`config.mk`:
```
export PLATFORM = sky130hd
export DESIGN_NAME = refill_scheduler
export DESIGN_NICKNAME = d
export VERILOG_FILES = /design/src/rtl/refill_scheduler_pkg.sv /design/src/rtl/rr_pick.sv /design/src/rtl/refill_scheduler.sv
export SDC_FILE = /design/constraint.sdc
export NUM_CORES = 1
export LEC_CHECK = 0
export ABC_AREA = 0
export BUFFER_PORTS_ARGS = -buffer_cell sky130_fd_sc_hd__buf_2
export CAP_MARGIN = 30
export CELL_PAD_IN_SITES_DETAIL_PLACEMENT = 1
export CELL_PAD_IN_SITES_GLOBAL_PLACEMENT = 2
export CORE_MARGIN = 5
export CORE_UTILIZATION = 28
export CTS_CLUSTER_DIAMETER = 80
export CTS_CLUSTER_SIZE = 8
export DETAILED_ROUTE_END_ITERATION = 7
export PLACE_DENSITY = 0.78
export REMOVE_ABC_BUFFERS = 1
export SLEW_MARGIN = 20
export SYNTH_ARGS = -nofsm -noshare
export SYNTH_HDL_FRONTEND = slang
export SYNTH_SLANG_ARGS = --single-unit
```
`constraint.sdc`:
```
create_clock -name CLK -period 2.05 [get_ports CLK]
set_input_delay 0.3075 -clock CLK [delete_from_list [all_inputs] [get_ports CLK]]
set_output_delay 0.3075 -clock CLK [all_outputs]
set_load 0.02 [all_outputs]
```
`src/rtl/refill_scheduler_pkg.sv`:
```
// ---------------------------------------------------------------------------
// refill_scheduler_pkg
//   Shared merge-tree definitions: the refill scheduler FSM state encoding
//   and the default tree / block geometry.
// ---------------------------------------------------------------------------
package refill_scheduler_pkg;

  // Default geometry: 4 tree leaves, 8 records per buffered block.
  localparam int DEF_W_LOG = 2;
  localparam int DEF_P_LOG = 3;

  // Refill scheduler FSM encoding.
  typedef enum logic [1:0] {
    ST_IDLE = 2'd0,
    ST_ARB  = 2'd1,
    ST_HOLD = 2'd2
  } sched_state_e;

endpackage

```
`src/rtl/rr_pick.sv`:
```
// ---------------------------------------------------------------------------
// rr_pick
//   Combinational round-robin first-one finder. Searches req upward starting
//   at ptr+1 (modulo N), wrapping from N-1 to 0; ptr itself is checked last.
//
//   Ports
//     req   : in  N       request vector
//     ptr   : in  W_LOG   last granted index
//     idx   : out W_LOG   first requesting index after ptr
//     found : out 1       any bit of req set
// ---------------------------------------------------------------------------
module rr_pick #(
  parameter int W_LOG = 2
) (
  input  logic [(1<<W_LOG)-1:0] req,
  input  logic [W_LOG-1:0]      ptr,
  output logic [W_LOG-1:0]      idx,
  output logic                  found
);

  localparam int N = 1 << W_LOG;

  logic [W_LOG-1:0] cand;

  // Walk from the farthest candidate to the nearest so that the last hit
  // written is the closest one after ptr. The W_LOG-bit add wraps modulo N.
  always_comb begin
    idx   = '0;
    found = 1'b0;
    cand  = '0;
    for (int k = N; k >= 1; k--) begin
      cand = ptr + k[W_LOG-1:0];
      if (req[cand]) begin
        idx   = cand;
        found = 1'b1;
      end
    end
  end

endmodule

```
`src/rtl/refill_scheduler.sv`:
```
// ---------------------------------------------------------------------------
// refill_scheduler
//   Issues refill requests for merge-tree leaves whose filler buffer holds a
//   block, the leaf has room, and no refill is already in flight. Channels
//   are served round-robin, at most one issue every two cycles (the HOLD
//   cycle covers the filler queue-full flag latency). Completions reported
//   on DONE_* retire the in-flight bit; a completion for a channel that is
//   not in flight raises the sticky ERR flag.
//
//   Ports
//     CLK             : in  1        clock, rising edge
//     RST_N           : in  1        asynchronous active-low reset
//     ENABLE          : in  1        permit new issues
//     LEAF_NEED       : in  N        leaf i can accept data
//     BUF_EMP         : in  N        filler buffer i is empty
//     QUEUE_FULL      : in  1        filler request queue full
//     I_REQUEST       : out W_LOG    channel being issued (held between issues)
//     I_REQUEST_VALID : out 1        one-cycle issue strobe
//     DONE_VALID      : in  1        filler delivered last record of a block
//     DONE_IDX        : in  W_LOG    channel that completed
//     OUTSTANDING     : out N        in-flight mask
//     OUT_CNT         : out W_LOG+1  popcount of OUTSTANDING
//     ERR             : out 1        sticky protocol error
// ---------------------------------------------------------------------------
module refill_scheduler
  import refill_scheduler_pkg::*;
#(
  parameter int W_LOG = DEF_W_LOG,
  parameter int P_LOG = DEF_P_LOG
) (
  input  logic                  CLK,
  input  logic                  RST_N,
  input  logic                  ENABLE,
  input  logic [(1<<W_LOG)-1:0] LEAF_NEED,
  input  logic [(1<<W_LOG)-1:0] BUF_EMP,
  input  logic                  QUEUE_FULL,
  output logic [W_LOG-1:0]      I_REQUEST,
  output logic                  I_REQUEST_VALID,
  input  logic                  DONE_VALID,
  input  logic [W_LOG-1:0]      DONE_IDX,
  output logic [(1<<W_LOG)-1:0] OUTSTANDING,
  output logic [W_LOG:0]        OUT_CNT,
  output logic                  ERR
);

  localparam int N = 1 << W_LOG;
  localparam logic [W_LOG:0] CNT_ONE = {{W_LOG{1'b0}}, 1'b1};

  // DONE_VALID already marks the last record of a block, so the block size
  // only matters as a geometry sanity check here.
  if (P_LOG < 1 || W_LOG < 1) begin : g_bad_geometry
    $error("refill_scheduler: W_LOG and P_LOG must both be at least 1");
  end

  sched_state_e     state_q, state_d;
  logic [W_LOG-1:0] ptr_q, ptr_d;
  logic [W_LOG-1:0] req_q, req_d;
  logic             valid_q, valid_d;
  logic [N-1:0]     out_q, out_d;
  logic [W_LOG:0]   cnt_q, cnt_d;
  logic             err_q, err_d;

  logic [N-1:0]     eligible;
  logic [W_LOG-1:0] pick_idx;
  logic             pick_found;
  logic             grant;
  logic             done_hit;
  logic [N-1:0]     grant_mask;
  logic [N-1:0]     clear_mask;

  assign eligible = LEAF_NEED & ~BUF_EMP & ~out_q;

  rr_pick #(
    .W_LOG (W_LOG)
  ) u_rr_pick (
    .req   (eligible),
    .ptr   (ptr_q),
    .idx   (pick_idx),
    .found (pick_found)
  );

  always_comb begin
    state_d    = state_q;
    ptr_d      = ptr_q;
    req_d      = req_q;
    valid_d    = 1'b0;
    grant      = 1'b0;
    err_d      = err_q;
    grant_mask = '0;
    clear_mask = '0;
    cnt_d      = cnt_q;

    unique case (state_q)
      ST_IDLE: begin
        if (ENABLE) state_d = ST_ARB;
      end
      ST_ARB: begin
        if (!ENABLE) begin
          state_d = ST_IDLE;
        end else if (!QUEUE_FULL && pick_found) begin
          grant   = 1'b1;
          req_d   = pick_idx;
          valid_d = 1'b1;
          ptr_d   = pick_idx;
          state_d = ST_HOLD;
        end
      end
      ST_HOLD: begin
        state_d = ENABLE ? ST_ARB : ST_IDLE;
      end
      default: state_d = ST_IDLE;
    endcase

    // A grant never targets an in-flight channel, so a same-index DONE in the
    // same cycle always lands in the error branch and never clears the bit.
    done_hit = DONE_VALID & out_q[DONE_IDX];
    if (grant)    grant_mask = {{(N-1){1'b0}}, 1'b1} << pick_idx;
    if (done_hit) clear_mask = {{(N-1){1'b0}}, 1'b1} << DONE_IDX;
    if (DONE_VALID && !done_hit) err_d = 1'b1;

    out_d = (out_q | grant_mask) & ~clear_mask;

    unique case ({grant, done_hit})
      2'b10:   cnt_d = cnt_q + CNT_ONE;
      2'b01:   cnt_d = cnt_q - CNT_ONE;
      default: cnt_d = cnt_q;
    endcase
  end

  always_ff @(posedge CLK or negedge RST_N) begin
    if (!RST_N) begin
      state_q <= ST_IDLE;
      ptr_q   <= W_LOG'(N - 1);  // first search starts at index 0
      req_q   <= '0;
      valid_q <= 1'b0;
      out_q   <= '0;
      cnt_q   <= '0;
      err_q   <= 1'b0;
    end else begin
      state_q <= state_d;
      ptr_q   <= ptr_d;
      req_q   <= req_d;
      valid_q <= valid_d;
      out_q   <= out_d;
      cnt_q   <= cnt_d;
      err_q   <= err_d;
    end
  end

  assign I_REQUEST       = req_q;
  assign I_REQUEST_VALID = valid_q;
  assign OUTSTANDING     = out_q;
  assign OUT_CNT         = cnt_q;
  assign ERR             = err_q;

endmodule

```
* Word-level counts from Yosys, hierarchy flattened
Index checks and enable logic that the tools add are counted.
Cells by class: add/sub/neg operators 5, order comparisons 5, eq/ne operators 6, shift-type cells 2, muxes and demuxes 29, bitwise logic cells 8, reductions and logical operators 8
Operators by type and width (count):
- $lt A2 B3 Y1 const B | 5
- $mux W2 | 7
- $mux W1 | 13
- $and A4 B4 Y4 | 3
- $not A4 Y4 | 3
- $bmux W1 S2 | 5
- $mux W4 | 2
- $shl A1 B2 Y4 const A | 2
- $pmux W2 S3 | 1
- $pmux W3 S2 | 1
- $add A2 B2 Y2 const B | 2
- $eq A2 B1 Y1 const B | 2
- $eq A2 B2 Y1 const B | 2
- $or A4 B4 Y4 | 1
- $add A3 B1 Y3 const B | 1
- $ne A3 B3 Y1 const B | 1
- $reduce_and A3 Y1 | 1
- $sub A3 B1 Y3 const B | 1
- $add A2 B1 Y2 const B | 1
- $logic_and A1 B1 Y1 | 2
- $logic_not A1 Y1 | 2
- $logic_not A2 Y1 | 1
- $ne A2 B2 Y1 const B | 1
- $reduce_and A2 Y1 | 1
- 2 further kinds | 2
Word-level totals: register bits 15, bits of input ports 15, output and inout bits 11, logic and storage cells 70

* Logic depth before layout (Yosys ltp)
depth in word-level cells 16, depth in mapped cells 9, gate-level depth less buffers 8

* Cells and area by module
A second synthesis with hierarchy kept.
Unflattened totals: cells, all modules 72, area, all modules 824.5 um^2
Modules (own cells, without submodules):
- refill_scheduler | instances 1, cells an instance 58, area an instance 733.2 um^2, sequential area each 377.9 um^2
- rr_pick | instances 1, cells an instance 14, area an instance 91.3 um^2, sequential area each 0.0 um^2

* Worst setup path before layout
OpenSTA, ideal clock, no wires.
path type reg2reg, start point register out_q[2], in the netlist OUTSTANDING[2], end point register cnt_q[2], in the netlist OUT_CNT[2], library setup time 0.130 ns, data arrival time 2.156 ns, required time 1.920 ns, setup slack -0.236 ns, cell stages (with the launch flop) 10, buffers on the path 1, cell sequence dfrtp_1 nor3b_1 nor4_1 or2_0 buf_2 ha_1 fa_1 xnor2_1 nor2_1 xor2_1
Between the ends: cells in the longest elaborated chain, start to end 14, elaborated cells on any way between the ends 25, classes of those cells eq/ne: 2; mux: 18; bitwise: 3; reduce/logical: 2
RTL lines:
- from (decl) | RTL line refill_scheduler.sv:59 | logic [N-1:0] out_q, out_d;
- from (signal assigned) | RTL line refill_scheduler.sv:144 | out_q <= out_d;
- $not A4 Y4 | RTL line refill_scheduler.sv:71 | assign eligible = LEAF_NEED & ~BUF_EMP & ~out_q;
- $and A4 B4 Y4 | RTL line refill_scheduler.sv:71
- $bmux W1 S2 | RTL line rr_pick.sv:33 | if (req[cand]) begin
- $mux W1 (not written as such) | RTL line rr_pick.sv:33
- $mux W1 (4 in series) | RTL line rr_pick.sv:33
- $logic_and A1 B1 Y1 | RTL line refill_scheduler.sv:100 | end else if (!QUEUE_FULL && pick_found) begin
- $mux W1 | RTL line refill_scheduler.sv:100
- $mux W1 | RTL line refill_scheduler.sv:98 | if (!ENABLE) begin
- $mux W1 | RTL line refill_scheduler.sv:93 | unique case (state_q)
- $eq A2 B1 Y1 / $eq A2 B2 Y1 (equally long branches) | RTL line refill_scheduler.sv:123 | unique case ({grant, done_hit})
- $pmux W3 S2 / $reduce_bool A2 Y1 (equally long branches)
- to (signal assigned) | RTL line refill_scheduler.sv:145 | cnt_q <= cnt_d;
- to (decl) | RTL line refill_scheduler.sv:60 | logic [W_LOG:0] cnt_q, cnt_d;
Several ways; a longest one is shown, not always the timed one. The select of a mux whose other input is x is not followed. A chain may end at the register's enable or synchronous reset.

* Worst setup path in the final report
start point register out_q[0], in the netlist OUTSTANDING[0], end point register cnt_q[2], in the netlist OUT_CNT[2]
The elaborated chain is that of the path after synthesis.

==> out/results.tsv <==
stage	metric	value	unit
logic_synthesis	EDFF count, synth	0	
grt	GRT overflow	0	
clock_tree	H-Tree Depth	1	
setup_path	Critical Path RT	2.24	ns
clock_tree	Sink Count	15	
sta	Final Hold Fails	0	
floorplan	core box area	2780	sq um
sta	Final Setup Violations	0	
grt	pin count of the biggest net entering global routing	16	
floorplan	floorplan row count	19	
status	status	finished, final reports clean	
setup_path	CP max FO	4	
grt	initial antenna violation count	0	
sta	Tmin final	2.05	ns
pwr	PD cells	946	nW/um^2
cells_and_area	multi-input combinational cell area	479	sq um
grt	GRT Total Usage	12.1	%
clock_tree	clock-pin slew on the worst setup and hold paths	0.10	ns
clock_tree	CTS tree	done	
sta	Setup TNS	0	ns
placed_design	hpwl dp	1820	um
floorplan	Initial Utilization	29.7	%
logic_synthesis	Synth Flop Type	dfrtp_1	
cells_and_area	share of cells above drive strength 1	59.5	%
routing	DR WL met3	118	um
cells_and_area	NumNets Final	134	
sta	clock skew	0.00147	ns
routing	final wirelength	2220	um
routing	DRT met1 WL	936	um
logic_synthesis	Syn Std Cell Area	826	sq um
cells_and_area	Reg area	379	sq um
clock_tree	Max clock buf depth	2	
logic_synthesis	Distinct cells, synth	37	
logic_synthesis	Synth Warn #	0	
clock_tree	clock latency on the worst-skew pair	0.29	ns
sta	Final period util	100	%
logic_synthesis	post-synthesis cell count	68	
pwr	Power Total	1.15	mW
clock_tree	root buffer cell	clkbuf_4	
sta	Pins Over Slew Limit	0	
logic_synthesis	Avg Cell Area, Syn	12.1	sq um
logic_synthesis	Post-synth ARST share	100	%
setup_path	kind of critical path	flop to flop	
routing	DRC	0	
sta	Rel. slew slack	77.0	%
cells_and_area	# diodes	0	
setup_path	CP Capture Type	flop	
cells_and_area	fill count	327	
logic_synthesis	post-synthesis register bit count	15	
routing	top layer in use	met4	
hold_path	worst min path class	primary input to flop	
routing	Routed wire per std cell	15.1	um
setup_path	Startpoint Class	flop	
pwr	Worst IR Drop VDD	479	uV
cells_and_area	Area Overhead vs Synth	47.0	%
clock_tree	clock buffer count from CTS	3	
sta	Least-Margin Pin Slew	0.345	ns
routing	DRT antenna net count	0	
floorplan	die area	4140	sq um
routing	drt initial violations	7	
grt	vias in the first global route	854	
floorplan	die height	64.3	um
setup_path	WP data arrival	2.23	ns
routing	DRT Pass-1 Iters	4	
floorplan	IO Pins	26	
grt	first-pass GRT wire length	3960	um
floorplan	Die X-Extent	64.3	um
sta	RSZ-0062 raised after global routing	true	
logic_synthesis	sequential area share after synthesis	45.8	%
placed_design	gp weighted congestion	0.804	
job	max-cap viol count	0	
cells_and_area	final core utilization	43.6	%
routing	via count of the routed design	730	
routing	WL met2	1140	um
pwr	Leak	0.590	nW
sta	fmax	488	MHz
placed_design	Port Buffers	25	
routing	routed vias/inst	4.97	
worst paths after layout:
path,slack (ns),to,startpoint,cells past startpoint
worst max register to register,0.0007,OUT_CNT[2],OUTSTANDING[0],7
worst max-delay path,0.0007,OUT_CNT[2],OUTSTANDING[0],7
worst min-delay path,0.27,state_q[0],ENABLE,2
min in group asynchronous,0.43,ERR,RST_N,2
worst min register to register,0.47,OUT_CNT[2],OUT_CNT[2],1
max in group asynchronous,1.32,ptr_q[0],RST_N,2
power breakdown:
group / switching (mW) / leakage, nW / internal (mW) / total [mW]
combinational: 0.249 / 0.390 / 0.249 / 0.498
clock: 0.107 / 0.0177 / 0.0726 / 0.179
sequential: 0.0798 / 0.182 / 0.391 / 0.470
registers in the layout, indices dropped and copies added (netlist names):
signal	flops
OUT_CNT	3
I_REQUEST	2
I_REQUEST_VALID	1
ERR	1
state_q	2
OUTSTANDING	4
ptr_q	2
layout by cell type, fill, tap and decap left out, types with 2 or more instances in the layout:
master and n:
o21bai_1 3, dfrtp_1 12, buf_4 19, o21ai_0 2, nand4bb_1 2, buf_2 25, mux2_2 3, inv_1 2
dfstp_2 2, nor3b_2 3, clkbuf_4 3, nand2_1 2, nor2_1 4, nand3_1 2, a21o_1 3, nand3b_1 2
xnor2_1 2
layer usage:
layer	GRT usage [%]	vias up
met5	0	-
met4	4.58	0
met3	2.80	4
met2	20.5	23
met1	14.6	350
li1	-	353
worst max-delay path: stages, from the launching register on:
cell and delay (ns):
dfrtp_1 0.44, mux4_2 0.50, and2_4 0.16, ha_4 0.15, fa_2 0.33, xnor2_1 0.14, nor2_1 0.06, xor2_1 0.15
cell usage after synthesis (2+ instances only):
library cell   n  area (sq um)
nor3b_1        2          15.0
xnor2_1        2          17.5
dfrtp_1       13           325
inv_1          2          7.51
nand3b_1       2          15.0
a21o_1         3          22.5
nor3b_2        2          25.0
nand3_1        2          10.0
nor2_1         4          15.0
mux2_2         3          33.8
o21ai_0        2          10.0
nand4bb_1      2          22.5
dfstp_2        2          52.6
o21bai_1       3          22.5
nand2_1        2          7.51
repair_timing:
action                                 CTS  global route
hold buffers                             1             0
setup endpoints to repair                2             4
gates resized for setup                  9             3
buffers inserted                         3             2
pin swaps                                2             3
endpoints found under the hold margin   13             0
cell type report:
type | count | share of cell area (%)
clock buffers | 3 | 1.86
repair buffers | 45 | 22.9
inverters | 3 | 0.928
clock inverters | 1 | 0.412
well taps | 31 | 3.20
multi-input cells | 49 | 39.5
flip-flops and latches | 15 | 31.2
per-stage QoR:
step	area, sq um	hold WS, ns	setup WS (ns)	std cells
final	1210	0.273	0.000697	147
after global routing	1210	0.264	-0.122	147
after CTS	1180	0.268	-0.0317	145
after detailed placement	1090	0.235	-0.183	137
after global placement	1090	0.232	-0.168	137
after floorplan	821	0.0119	-0.222	67
logic make-up after synthesis:
group	share of synthesized area [%]
AOI/OAI and AO/OA	19.1
xor gates and xnor gates	3.18
adders and majority gates	3.94
buffers and inverters	1.97
DFF	45.8
muxes	7.27
and+or+nand+nor	18.8
(Power assumes the default switching activity.)
